[src/rtl/argmax_tree.sv]
// argmax_tree -- pipelined argmax/argmin over N_IN channels.
//
// Purpose
//   Finds the winning channel (largest value in max mode, smallest in min
//   mode) of an N_IN-wide input vector using a binary compare tree with
//   one register rank per tree level (LAT = ceil(log2(N_IN)) ranks).
//   Ties resolve to the lower channel index. Every vector carries its own
//   mode, so max and min vectors can be mixed freely in the pipeline.
//
// Ports
//   clk        in   clock, rising edge
//   rst        in   synchronous active-high reset
//   in_valid   in   in_data/in_mode hold a vector
//   in_ready   out  block accepts a vector this cycle
//   in_data    in   N_IN*WIDTH, channel k at [k*WIDTH +: WIDTH]
//   in_mode    in   0 = max, 1 = min
//   out_valid  out  out_value/out_idx hold a result
//   out_ready  in   downstream accepts the result this cycle
//   out_value  out  winning value (WIDTH)
//   out_idx    out  winning channel index (IDX_W)
//
// Handshake: a transfer happens on a rising edge where valid & ready are
// both high. in_ready = ~(out_valid & ~out_ready); it does not depend on
// in_valid. While in_ready is low the whole pipeline freezes and in_valid
// is ignored. Bubbles (valid=0) advance like real vectors when not stalled.
module argmax_tree #(
    parameter int N_IN   = 6,
    parameter int WIDTH  = 25,
    parameter bit SIGNED = 1'b0,
    localparam int LAT   = $clog2(N_IN),
    localparam int IDX_W = (LAT > 1) ? LAT : 1
) (
    input  logic                  clk,
    input  logic                  rst,
    input  logic                  in_valid,
    output logic                  in_ready,
    input  logic [N_IN*WIDTH-1:0] in_data,
    input  logic                  in_mode,
    output logic                  out_valid,
    input  logic                  out_ready,
    output logic [WIDTH-1:0]      out_value,
    output logic [IDX_W-1:0]      out_idx
);

    // Widest rank holds ceil(N_IN/2) nodes; later ranks use a prefix of it.
    localparam int HALF = (N_IN + 1) / 2;

    // Rank r holds the result of tree level r+1.
    logic [WIDTH-1:0] val_q  [LAT][HALF];
    logic [WIDTH-1:0] val_d  [LAT][HALF];
    logic [IDX_W-1:0] idx_q  [LAT][HALF];
    logic [IDX_W-1:0] idx_d  [LAT][HALF];
    logic             mode_q [LAT];
    logic             mode_d [LAT];
    logic             vld_q  [LAT];
    logic             vld_d  [LAT];

    logic stall;

    assign stall    = out_valid & ~out_ready;
    assign in_ready = ~stall;

    // True when the right-hand (higher index) operand strictly beats the
    // left one; equality keeps the left, which gives lowest-index ties.
    // Signed compare is done by flipping the sign bits and comparing
    // unsigned.
    function automatic logic b_wins(input logic [WIDTH-1:0] a,
                                    input logic [WIDTH-1:0] b,
                                    input logic             mode);
        logic [WIDTH-1:0] ka;
        logic [WIDTH-1:0] kb;
        ka = a;
        kb = b;
        if (SIGNED) begin
            ka[WIDTH-1] = ~a[WIDTH-1];
            kb[WIDTH-1] = ~b[WIDTH-1];
        end
        return mode ? (kb < ka) : (kb > ka);
    endfunction

    always_comb begin : tree_comb
        logic [WIDTH-1:0] sv [N_IN];
        logic [IDX_W-1:0] si [N_IN];
        int               cnt;
        int               b;

        for (int r = 0; r < LAT; r++) begin
            for (int k = 0; k < HALF; k++) begin
                val_d[r][k] = '0;
                idx_d[r][k] = '0;
            end
            mode_d[r] = 1'b0;
            vld_d[r]  = 1'b0;
        end

        for (int r = 0; r < LAT; r++) begin
            // Gather this level's source nodes.
            for (int k = 0; k < N_IN; k++) begin
                sv[k] = '0;
                si[k] = '0;
            end
            if (r == 0) begin
                for (int k = 0; k < N_IN; k++) begin
                    sv[k] = in_data[k*WIDTH +: WIDTH];
                    si[k] = IDX_W'(k);
                end
                mode_d[r] = in_mode;
                vld_d[r]  = in_valid;
            end else begin
                for (int k = 0; k < HALF; k++) begin
                    sv[k] = val_q[(r > 0) ? r - 1 : 0][k];
                    si[k] = idx_q[(r > 0) ? r - 1 : 0][k];
                end
                mode_d[r] = mode_q[(r > 0) ? r - 1 : 0];
                vld_d[r]  = vld_q[(r > 0) ? r - 1 : 0];
            end

            // Number of live nodes entering this level.
            cnt = (N_IN + (1 << r) - 1) >> r;

            for (int k = 0; k < HALF; k++) begin
                b = (2*k + 1 < N_IN) ? 2*k + 1 : 2*k;
                if (2*k + 1 < cnt) begin
                    if (b_wins(sv[2*k], sv[b], mode_d[r])) begin
                        val_d[r][k] = sv[b];
                        idx_d[r][k] = si[b];
                    end else begin
                        val_d[r][k] = sv[2*k];
                        idx_d[r][k] = si[2*k];
                    end
                end else if (2*k < cnt) begin
                    // Odd leftover: registered pass-through keeps all
                    // paths at the same latency.
                    val_d[r][k] = sv[2*k];
                    idx_d[r][k] = si[2*k];
                end
            end
        end
    end

    always_ff @(posedge clk) begin
        if (rst) begin
            for (int r = 0; r < LAT; r++) begin
                for (int k = 0; k < HALF; k++) begin
                    val_q[r][k] <= '0;
                    idx_q[r][k] <= '0;
                end
                mode_q[r] <= 1'b0;
                vld_q[r]  <= 1'b0;
            end
        end else if (!stall) begin
            for (int r = 0; r < LAT; r++) begin
                for (int k = 0; k < HALF; k++) begin
                    val_q[r][k] <= val_d[r][k];
                    idx_q[r][k] <= idx_d[r][k];
                end
                mode_q[r] <= mode_d[r];
                vld_q[r]  <= vld_d[r];
            end
        end
    end

    // Final rank is the output register.
    assign out_valid = vld_q[LAT-1];
    assign out_value = val_q[LAT-1][0];
    assign out_idx   = idx_q[LAT-1][0];

endmodule

[config.mk]
export PLATFORM = sky130hd
export DESIGN_NAME = argmax_tree
export DESIGN_NICKNAME = d
export VERILOG_FILES = /design/src/rtl/argmax_tree.sv
export SDC_FILE = /design/constraint.sdc
export NUM_CORES = 1
export LEC_CHECK = 0
export ABC_CLOCK_PERIOD_IN_PS = 4900
export BUFFER_PORTS_ARGS = -buffer_cell sky130_fd_sc_hd__buf_2
export CAP_MARGIN = 25
export CORE_ASPECT_RATIO = 0.6
export CORE_UTILIZATION = 53
export DETAILED_ROUTE_END_ITERATION = 10
export HOLD_SLACK_MARGIN = 0.02
export PLACE_DENSITY = 0.78
export REMOVE_ABC_BUFFERS = 1
export SYNTH_ARGS = -nofsm -noshare
export SYNTH_HDL_FRONTEND = slang
export SYNTH_SLANG_ARGS = --single-unit
[constraint.sdc]
create_clock -name clk -period 4.9 [get_ports clk]
set_input_delay 0.735 -clock clk [delete_from_list [all_inputs] [get_ports clk]]
set_output_delay 0.735 -clock clk [all_outputs]
set_load 0.005 [all_outputs]
; Word level (Yosys, flattened, before mapping)
; Memory sizes are Yosys's and may differ from the RTL's.
; Cells that the tools add are included.
[totals]
regBits = 0
mem_bits_rw = 255
inputBits = 155
wordCells = 85
memories = 4
[mem_list]
columns = memory, depth, word_bits, rd, rd_clocked_by_memory_dff, write_ports, line_no
row1 = val_q, 3, 75, 3, 0, 3, 49  ; logic [WIDTH-1:0] val_q [LAT][HALF];
row2 = idx_q, 3, 8, 3, 0, 3, 51  ; logic [IDX_W-1:0] idx_q [LAT][HALF];
row3 = mode_q, 3, 1, 2, 0, 3, 53  ; logic mode_q [LAT];
row4 = vld_q, 3, 1, 3, 0, 3, 55  ; logic vld_q [LAT];
[op_classes]
magnitude_cmp = 10
n_mux = 44
bitwise = 27
[ops]
columns = operator, n
row1 = two-way mux 25 bit, 14
row2 = > comparator 25 bit, 5
row3 = < comparator 25 bit, 5
row4 = two-way mux 3 bit, 8
row5 = bitwise OR 1 bit, 24
row6 = two-way mux 1 bit, 19
row7 = two-way mux 2 bit, 3
row8 = inverter 1 bit, 2
row9 = bitwise AND 1 bit, 1

; Longest topological paths before layout
; Gate-level depths: netlist (run 1).
[logic_depth]
depth_word = 6
ltp_mapped = 11

; Least setup slack after synthesis (run 1)
; No wires, ideal clock.
[synth_path]
kind = input to register
startpoint = input port rst
endpoint = memory idx_q[0][0] (netlist bit), enable pin
setup_ns = 0.555
t_arrival_ns = 4.704
setup_slack_ns = -0.358
path_stages = 1
path_buffers = 0
cell_sequence = nand2b_1
[synth_lines]
columns = item, line_no
row1 = from (decl), 34  ; input logic rst,
row2 = to (decl), 51

==> results.txt, run 1 <==
combinational power share = 0.313
Post-Syn Area per Cell = 9.747 um2
fin crit share = 0.7434
Post-synth EDFFs = 165
H-tree depth = 4
flop and latch count out of synthesis = 166
DIE WIDTH = 204.7 um
drt wl/cell = 18.25 um
clk buf depth = 2
WP data required = 5090 ps
Port-buffer cells = 184
Total GRT Usage = 0.2618
post-synthesis cell area = 0.01307 mm2
max incr delay on CP = 680 ps
Die Span Y = 123.6 um
DR iter-0 viols = 964
Power Internal = 3307 uW
synthesis-to-finish area growth = 12.59%
Switching Fraction = 0.3148
CORE AREA = 0.02417 mm2
Max rail drop VDD = 0.2633 mV
skew final = 25.14 ps
Skew-Pair Late Insertion Delay = 440 ps
proportion of layout cells with a drive suffix above 1 = 0.1919
setup TNS = 0 ps
Reg clk slew, reported paths = 60 ps
Post-Route WL = 32880 um
Final ANT Viol Nets = 0
synth warn = 0
async set or reset register ratio after synthesis = 0
Pwr Density = 327.9 mW/mm2
postcts setup bufs = 0
Critical-path top delay cell = o21ai_1
crit-path cells = ha_1, a21o_1, a21oi_1, o21ai_0, o21ai_1, and2_1, buf_4, a21oi_1, a211oi_1
Post-CTS Hold Buffers = 0
initial antenna violation count = 4
commonest non-fill, non-tap cell in the layout = buf_2
critical path startpoint category = register
Yosys top cell by area = edfxtp_1
max_cap viols = 0
vias per cell = 5.888
largest net degree at the start of global routing = 78
first-pass GRT wire length = 51120 um
Buf/Inv on CP = 1
family with the most delay on the worst path = compound AO/OA/AOI/OAI gates
Rows = 44
die area = 0.02532 mm2
Remaining DRCs = 0
non-filler cells, final = 1801
final setup vio count = 0
number of global-route vias before repair = 9810
root buffer cell = clkbuf_16
most frequent cells in the layout = buf_2, edfxtp_1, inv_1
RSZ-0062 raised after global routing = false
Switch Pwr = 1519 uW
clock sink count = 166
ys flop type = edfxtp_1
crit path max fanout = 15
Hold Crit Class = reg -> reg
Post-Place Cells = 1767
initial core utilization = 0.5408
WP data arrival = 3830 ps
outcome = finished clean
Clk pwr share = 0.297
Yosys top cell area share = 0.3791
count of cell types in the netlist = 53
CTS tree = built
GP Congestion = 0.9026
Worst Path Class, Setup = reg -> reg
top post-synthesis cells by area = edfxtp_1, ha_1, mux2i_1, a211oi_1, a21oi_1
drt pass-1 iters = 5
hpwl dp = 24210 um
post-CTS sizing = 0
LEAKAGE = 0.006641 uW
Seq pwr share = 0.390
IO Pins = 185
Slew Limit Fails = 0
TritonCTS buffer count = 17
most frequent CP cell = a21oi_1
sequential-to-total area share from yosys stat = 0.3806
Fin. Hold Viols = 0
filler instances = 1988
GR Overflow Total = 0
layout net count = 1744
fmax = 0.2745 GHz
critical path endpoint category = register
via count = 10.60k
worst slew pin tran = 1027 ps
Slew HR = 0.3152
post-layout min period = 3642 ps
Syn Inst Count = 1341
==> power groups by stage <==
stage               Clock, uW  Combinational [uW]  Sequential, uW
floorplan                   0                 996            1890
global placement            0                1430            1900
detailed placement          0                1480            1910
CTS                      1440                1500            1880
global route             1500                1660            1900
finish                   1430                1510            1880
==> cells in the mapped netlist, types with 2 or more instances <==
master    instances
o211ai_1          4
and2_1           33
nor2b_1           3
o2111a_1          2
mux2_2            6
a21oi_1         121
o21a_1           27
mux2_1           44
nor2_1          120
nand2b_1          2
a211oi_1        130
and4_1            2
mux2i_1         106
nand2_1          90
nand4_1          19
ha_1            125
buf_6             4
clkbuf_1         59
o21ai_1           3
buf_4            33
o21ai_0          16
a211oi_2         21
nand3_1          14
a21o_1           12
edfxtp_1        165
and3_1            4
nor3_1            8
buf_2            12
inv_1           131
nor4_1            2
==> state kept, by name, summed over array words and instances, names as in the netlist <==
signal	flops
val_q	150
idx_q	11
vld_q	3
mode_q	2
==> per-stage QoR <==
step / hold slack, ps / instance area, um2 / setup slack, ps / utilization / power [uW]
after global placement: 492.7 / 14090 / 1213 / 0.5831 / 3335
after detailed placement: 503.4 / 14090 / 1114 / 0.5831 / 3390
final: 517.2 / 14720 / 1258 / 0.6089 / 4826
after CTS: 517.7 / 14710 / 1313 / 0.6085 / 4817
after floorplan: 431.7 / 12500 / -358.1 / - / 2885
after global routing: 535.6 / 14710 / 1113 / 0.6088 / 5060
==> logic make-up (layout without fill, tap and decap cells) <==
logic type	count (synthesis)	after routing	synth area share
compound gates	349	349	0.1856
simple gates	304	304	0.1063
buf+inv	240	374	0.08184
flops	166	166	0.3806
mux	157	157	0.1260
fa+ha+maj	125	125	0.1197
other cells	0	4	0
==> metal layers <==
layer,global-route usage,part of all wire,vias to the layer above
met3,0.05782,0.083,41
li1,-,-,5126
met1,0.3854,0.48,5052
met5,0,0,-
met2,0.3894,0.42,385
met4,0.06437,0.016,0
==> final timing paths <==
| path | startpoint | cells after the start | endpoint | slack [ps] |
|---|---|---|---|---|
| max | val_q[0][105]$_SDFFCE_PN0P_ | 9 | val_q[0][220]$_SDFFCE_PN0P_ | 1260 |
| min | vld_q[0][1]$_SDFFCE_PN0P_ | 1 | vld_q[0][2]$_SDFFCE_PN0P_ | 520 |
| max reg2reg | val_q[0][105]$_SDFFCE_PN0P_ | 9 | val_q[0][220]$_SDFFCE_PN0P_ | 1260 |
| min reg2reg | vld_q[0][1]$_SDFFCE_PN0P_ | 1 | vld_q[0][2]$_SDFFCE_PN0P_ | 520 |
==> worst reg2reg max path, delay by kind of cell (launching register included) <==
kind	cells	cell delay, ps
buffers and inverters	1	320
adders and majority gates	1	340
AOI/OAI and AO/OA	6	1650
and+or+nand+nor	1	670
DFF	1	420
==> cell type report <==
class / instances / area, um2 / area share
clock buffers: 18 / 429.2 / 0.02916
well taps: 322 / 402.9 / 0.02738
diodes: 4 / 10.01 / 0.0006802
clock inverters: 12 / 185.2 / 0.01258
multi-input cells: 935 / 7049 / 0.4790
flip-flops and latches: 166 / 4975 / 0.3380
repair buffers: 212 / 1169 / 0.07941
inverters: 132 / 496.7 / 0.03375
Power figures use the tool's default switching activity.
==> inputs of run 2 (changes only) <==
--- a/config.mk
+++ b/config.mk
@@ -5,7 +5,8 @@
 export SDC_FILE = /design/constraint.sdc
 export NUM_CORES = 1
 export LEC_CHECK = 0
-export ABC_CLOCK_PERIOD_IN_PS = 4900
+export ABC_AREA = 1
+export ABC_CLOCK_PERIOD_IN_PS = 3200
 export BUFFER_PORTS_ARGS = -buffer_cell sky130_fd_sc_hd__buf_2
 export CAP_MARGIN = 25
 export CORE_ASPECT_RATIO = 0.6
==> constraint.sdc (replaced) <==
create_clock -name clk -period 3.2 [get_ports clk]
set_input_delay 0.48 -clock clk [delete_from_list [all_inputs] [get_ports clk]]
set_output_delay 0.48 -clock clk [all_outputs]
set_load 0.005 [all_outputs]
==> run 2 against run 1 <==
Net effect:
- register-to-register slack lost 690 ps
- synthesized cell count grew 15%
- hold slack lost 150 ps
- clock-buffer cell count grew 2
- final area shrank 6.6%
- clock power grew 45%
- final cell count grew 10%
- flip-flop and latch count is the same
- highest routed layer is now met5
==> results.txt, run 2 <==
outcome = finished clean
Top reg by flops = val_q
Rows = 42
Post-synth EDFFs = 165
die area = 0.02376 mm2
Reg clk slew, reported paths = 70 ps
WP data required = 3380 ps
critical path endpoint category = register
IO Pins = 185
Fin. Hold Viols = 0
RSZ-0062 raised after global routing = false
family with the most delay on the worst path = simple AND/OR/NAND/NOR gates
crit path max fanout = 29
most frequent CP cell = nand3_1
top post-synthesis cells by area = edfxtp_1, ha_1, nand2_1, inv_1, nor2_1
clock sink count = 166
Post-Route WL = 29430 um
Remaining DRCs = 0
worst slack, placed = 482.1 ps
setup TNS = 0 ps
Max rail drop VDD = 0.4683 mV
layout net count = 1945
Final WS setup = 562.7 ps
initial core utilization = 0.5487
Pwr Total = 7063 uW
post-CTS sizing = 0
vias per cell = 5.204
Port-buffer cells = 184
max incr delay on CP = 430 ps
Hold Crit Class = in -> reg
CORE AREA = 0.02233 mm2
diode count = 0
proportion of layout cells with a drive suffix above 1 = 0.1651
Critical-path top delay cell = edfxtp_1
Die Span Y = 119.8 um
postcts setup bufs = 0
Slew Limit Fails = 0
crit-path cells = inv_1, ha_1, nand2_1, nor2_1, nand3_1, nand3_1, nand2_1, nand3_1, nand2_2, buf_12, a21oi_1, nor2_1
fin crit share = 0.8242
H-tree depth = 4
drt wl/cell = 14.82 um
skew final = 9.339 ps
fin area = 0.01374 mm2
number of global-route vias before repair = 9696
Pwr Density = 514.0 mW/mm2
Total GRT Usage = 0.2559
Final ANT Viol Nets = 0
Skew-Pair Late Insertion Delay = 430 ps
max_cap viols = 0
critical path startpoint category = register
commonest non-fill, non-tap cell in the layout = nand2_1
synth warn = 0
Regs by FF count = val_q (150), idx_q (11), vld_q (3)
LEAKAGE = 0.007368 uW
Slew HR = 0.5030
flop and latch count out of synthesis = 166
Yosys top cell by area = edfxtp_1
GP Congestion = 0.9129
Yosys top cell area share = 0.4043
DIE WIDTH = 198.3 um
sequential-to-total area share from yosys stat = 0.4059
non-filler cells, final = 1986
count of cell types in the netlist = 33
Syn Inst Count = 1541
WP data arrival = 2820 ps
post-synthesis cell area = 0.01226 mm2
initial antenna violation count = 1
synthesis-to-finish area growth = 12.13%
DR iter-0 viols = 1016
CTS tree = built
TritonCTS buffer count = 17
Post-Syn Area per Cell = 7.953 um2
most common cell in the netlist = nand2_1
filler instances = 1940
largest net degree at the start of global routing = 155
ys flop type = edfxtp_1
most frequent cells in the layout = nand2_1, inv_1, nor2_1, buf_2, edfxtp_1
async set or reset register ratio after synthesis = 0
hpwl dp = 22110 um
via count = 10.34k
post-layout min period = 2637 ps
final setup vio count = 0
clk buf depth = 2
Largest register FFs = 150
GR Overflow Total = 0
root buffer cell = clkbuf_16
fmax = 0.3792 GHz
drt pass-1 iters = 5
Post-CTS Hold Buffers = 0
Post-Place Cells = 1953
DP Area = 0.01313 mm2
commonest cells in the netlist = nand2_1, inv_1, nor2_1
first-pass GRT wire length = 47120 um
worst slew pin tran = 745.5 ps
Buf/Inv on CP = 2
Worst Path Class, Setup = reg -> reg
==> run 2: cell types whose count changed in the layout (fill, tap and decap cells not counted), moves of 21 or more <==
| cell | previous run | this run |
|---|---|---|
| nor2_1 | 119 | 184 |
| mux2i_1 | 106 | 0 |
| a211oi_2 | 21 | 0 |
| o21a_1 | 27 | 1 |
| a211oi_1 | 130 | 0 |
| and2_1 | 33 | 1 |
| inv_1 | 131 | 295 |
| nand3_2 | 0 | 27 |
| mux2_1 | 44 | 0 |
| nand3_1 | 14 | 124 |
| nand2_1 | 90 | 310 |
==> run 2: worst min-delay path, cell delays in order <==
cell and delay (ps):
buf_2 90, a21oi_1 40, nor2_1 80
==> run 2: worst paths after layout <==
path	start	to	slack, ps	cells after the start
hold / removal	in_data[96]	val_q[0][46]$_SDFFCE_PN0P_	360	3
hold reg to reg	idx_q[0][1]$_SDFFE_PP1P_	idx_q[0][1]$_SDFFE_PP1P_	470	2
setup / recovery	val_q[0][58]$_SDFFCE_PN0P_	idx_q[0][13]$_DFFE_PP_	560	12
setup reg to reg	val_q[0][58]$_SDFFCE_PN0P_	idx_q[0][13]$_DFFE_PP_	560	12
==> run 2: power breakdown <==
group | leakage, uW | internal [uW] | switching, uW
sequential | 0.00193 | 2770 | 191
clock | 0.000282 | 1230 | 845
combinational | 0.00515 | 743 | 1290
total | 0.00737 | 4740 | 2330
==> run 2: logic make-up after synthesis <==
| group | count (synthesis) | synth area share |
|---|---|---|
| AOI/OAI and AO/OA | 153 | 0.06462 |
| buffers and inverters | 390 | 0.1421 |
| and+or+nand+nor | 707 | 0.2597 |
| adders and majority gates | 125 | 0.1276 |
| DFF | 166 | 0.4059 |
==> run 2: through the flow <==
| stage | hold slack (ps) | utilization |
|---|---|---|
| after CTS | 349.7 | 0.6144 |
| after global placement | 435.2 | 0.5880 |
| after floorplan | 423.0 | - |
| final | 362.4 | 0.6153 |
| after detailed placement | 459.9 | 0.5880 |
| after global routing | 364.3 | 0.6153 |
==> run 2: layout make-up <==
class | instances | area, um2 | share of cell area
timing repair buffer | 199 | 1121 | 0.08158
clock inverter | 12 | 153.9 | 0.01120
clock buffer | 20 | 436.7 | 0.03178
tap | 308 | 385.4 | 0.02804
multi-input combinational | 985 | 5559 | 0.4045
sequential | 166 | 4975 | 0.3620
inverter | 296 | 1111 | 0.08085
==> run 2: per-layer routing <==
layer	global-route usage	vias to the layer above	wire length, um
li1	-	5185	-
met1	0.3828	4725	14510
met2	0.3811	381	12270
met3	0.04272	42	2177
met4	0.06928	2	454
met5	0	-	13
==> inputs of run 3 (changes only) <==
--- a/config.mk
+++ b/config.mk
@@ -6,7 +6,7 @@
 export NUM_CORES = 1
 export LEC_CHECK = 0
 export ABC_AREA = 1
-export ABC_CLOCK_PERIOD_IN_PS = 3200
+export ABC_CLOCK_PERIOD_IN_PS = 2400
 export BUFFER_PORTS_ARGS = -buffer_cell sky130_fd_sc_hd__buf_2
 export CAP_MARGIN = 25
 export CORE_ASPECT_RATIO = 0.6
==> constraint.sdc (replaced) <==
create_clock -name clk -period 2.4 [get_ports clk]
set_input_delay 0.36 -clock clk [delete_from_list [all_inputs] [get_ports clk]]
set_output_delay 0.36 -clock clk [all_outputs]
set_load 0.005 [all_outputs]
==> run 3 against run 2 <==
Net effect:
- first-iteration DRC count is 6.0% lower
- sequential share of layout area decreased by 0.69 points
- clock-buffer cell count down 2
- final cell count increased by 0.91%
- power up 33%
- register-to-register slack got worse by 470 ps
- sequential power is 33% higher
- setup slack got worse by 470 ps
- hold slack worse by 110 ps
- wire length grew 0.81%
- die area stayed put
- critical path type unchanged
- largest cell class unchanged
==> results.txt, run 3 (same netlist as run 2, synthesis figures left out) <==
Reg clk slew, reported paths = 70 ps
post-layout min period = 2307 ps
crit path launch = val_q[0][58]$_SDFFCE_PN0P_
Post-CTS Hold Buffers = 0
DIE WIDTH = 198.3 um
Skew-Pair Late Insertion Delay = 420 ps
Slew HR = 0.7260
DP Area = 0.01339 mm2
clock sink count = 166
Largest register FFs = 150
Fin. Hold Viols = 0
fmax = 0.4335 GHz
RSZ-0062 raised after global routing = false
H-tree depth = 4
Max rail drop VDD = 0.4576 mV
Slew Limit Fails = 0
final core utilization = 0.6273
initial core utilization = 0.5487
IO Pins = 185
Critical-path top delay cell = edfxtp_1
DR iter-0 viols = 955
max_cap viols = 0
Final WS setup = 93.21 ps
Hold Slack = 256.7 ps
skew final = 13.21 ps
GP Congestion = 0.9298
Top reg by flops = val_q
Worst Path Class, Setup = reg -> reg
Hold Crit Class = in -> reg
first-pass GRT wire length = 47120 um
outcome = finished clean
commonest non-fill, non-tap cell in the layout = nand2_1
die area = 0.02376 mm2
WP data required = 2570 ps
Pwr Density = 669.7 mW/mm2
drt wl/cell = 14.80 um
critical path endpoint category = register
synthesis-to-finish area growth = 14.31%
crit path max fanout = 17
TritonCTS buffer count = 17
worst reg2reg path depth = 12
number of global-route vias before repair = 9427
diode count = 0
fin crit share = 0.9612
hold path startpoint = in_data[95]
Total GRT Usage = 0.2553
worst slew pin tran = 410.5 ps
drt pass-1 iters = 6
max incr delay on CP = 470 ps
crit-path cells = inv_1, ha_1, nand2_1, nor2_2, nand2_1, nor2_1, nand4_1, nand2_1, nand2_4, clkbuf_16, a21oi_1, nor2_1
Post-Route WL = 29660 um
critical path startpoint category = register
fin area = 0.01401 mm2
largest net degree at the start of global routing = 75
clk buf depth = 2
Final ANT Viol Nets = 0
via count = 10.45k
setup TNS = 0 ps
Rows = 42
layout net count = 1964
most frequent CP cell = nand2_1
most frequent cells in the layout = nand2_1, inv_1, buf_2
filler instances = 1898
worst reg-to-reg setup slack = 90 ps
GR Overflow Total = 0
hpwl dp = 22900 um
CTS tree = built
hold depth = 3
root buffer cell = clkbuf_16
vias per cell = 5.213
WP data arrival = 2470 ps
Regs by FF count = val_q (150), idx_q (11), vld_q (3)
CORE AREA = 0.02233 mm2
LEAKAGE = 0.007508 uW
Port-buffer cells = 184
Remaining DRCs = 0
Hold Path End = val_q[0][45]$_SDFFCE_PN0P_
RR Endpoint = val_q[0][136]$_SDFFCE_PN0P_
FF-to-FF Start = val_q[0][58]$_SDFFCE_PN0P_
proportion of layout cells with a drive suffix above 1 = 0.1769
final setup vio count = 0
worst slack, placed = -4.452 ps
initial antenna violation count = 0
Die Span Y = 119.8 um
run 3: changes by cell type in the layout (fill, tap and decap cells not counted), moves of 2 or more:
cell        before  now
clkinvlp_4       2    4
buf_4            8   16
clkbuf_1         3    1
bufinv_16        3    1
clkinv_2         2    0
buf_12           7   17
run 3: layer usage:
| layer | routed length [um] | up-vias | GRT usage | part of all wire |
|---|---|---|---|---|
| li1 | - | 5230 | - | - |
| met1 | 14410 | 4801 | 0.3950 | 0.49 |
| met2 | 12600 | 392 | 0.3730 | 0.42 |
| met3 | 2450 | 23 | 0.04328 | 0.083 |
| met4 | 206 | 0 | 0.04942 | 0.0069 |
| met5 | 0 | - | 0 | 0 |
run 3: timing repair:
| item | CTS | global route |
|---|---|---|
| setup endpoints to repair | 0 | 15 |
| buffers inserted | 0 | 1 |
| gates resized for setup | 0 | 7 |
run 3: layout make-up:
| type | count | area, um2 | share of cell area |
|---|---|---|---|
| Clock buffer | 18 | 429.2 | 0.03063 |
| Clock inverter | 13 | 127.6 | 0.009110 |
| Inverter | 296 | 1111 | 0.07931 |
| Multi-Input combinational cell | 985 | 5575 | 0.3980 |
| Sequential cell | 166 | 4975 | 0.3551 |
| Tap cell | 308 | 385.4 | 0.02751 |
| Timing Repair Buffer | 218 | 1406 | 0.1004 |
run 3: power by group:
part,switching (uW),internal [uW]
logic,1740,1100
clock network,1170,1440
registers,258,3690
total,3160,6220
run 3: per-stage QoR:
stage / total power (uW) / instances
CTS: 9361 / 2002
detailed placement: 6764 / 1971
global placement: 6642 / 1971
global route: 9942 / 2004
floorplan: 5729 / 1447
finish: 9382 / 2004
run 3: worst max path at each step:
stage / end / slack, ps / depth (start not counted)
after floorplan: idx_q[0][2]$_DFFE_PP_ / -7060 / 5
after global placement: val_q[0][61]$_SDFFCE_PN0P_ / 130 / 13
after detailed placement: val_q[0][20]$_SDFFCE_PN0P_ / -4 / 13
after CTS: val_q[0][143]$_SDFFCE_PN0P_ / 150 / 13
after global routing: val_q[0][214]$_SDFFCE_PN0P_ / 10 / 13
final: val_q[0][136]$_SDFFCE_PN0P_ / 90 / 12
run 3: worst max-delay path, delay by kind of cell (launching register included):
| kind | cells | cell delay, ps |
|---|---|---|
| AO/OA/AOI/OAI | 1 | 170 |
| flip-flops | 1 | 470 |
| adder cells (fa/ha/maj) | 1 | 310 |
| buffers and inverters | 2 | 270 |
| AND/OR/NAND/NOR | 8 | 800 |
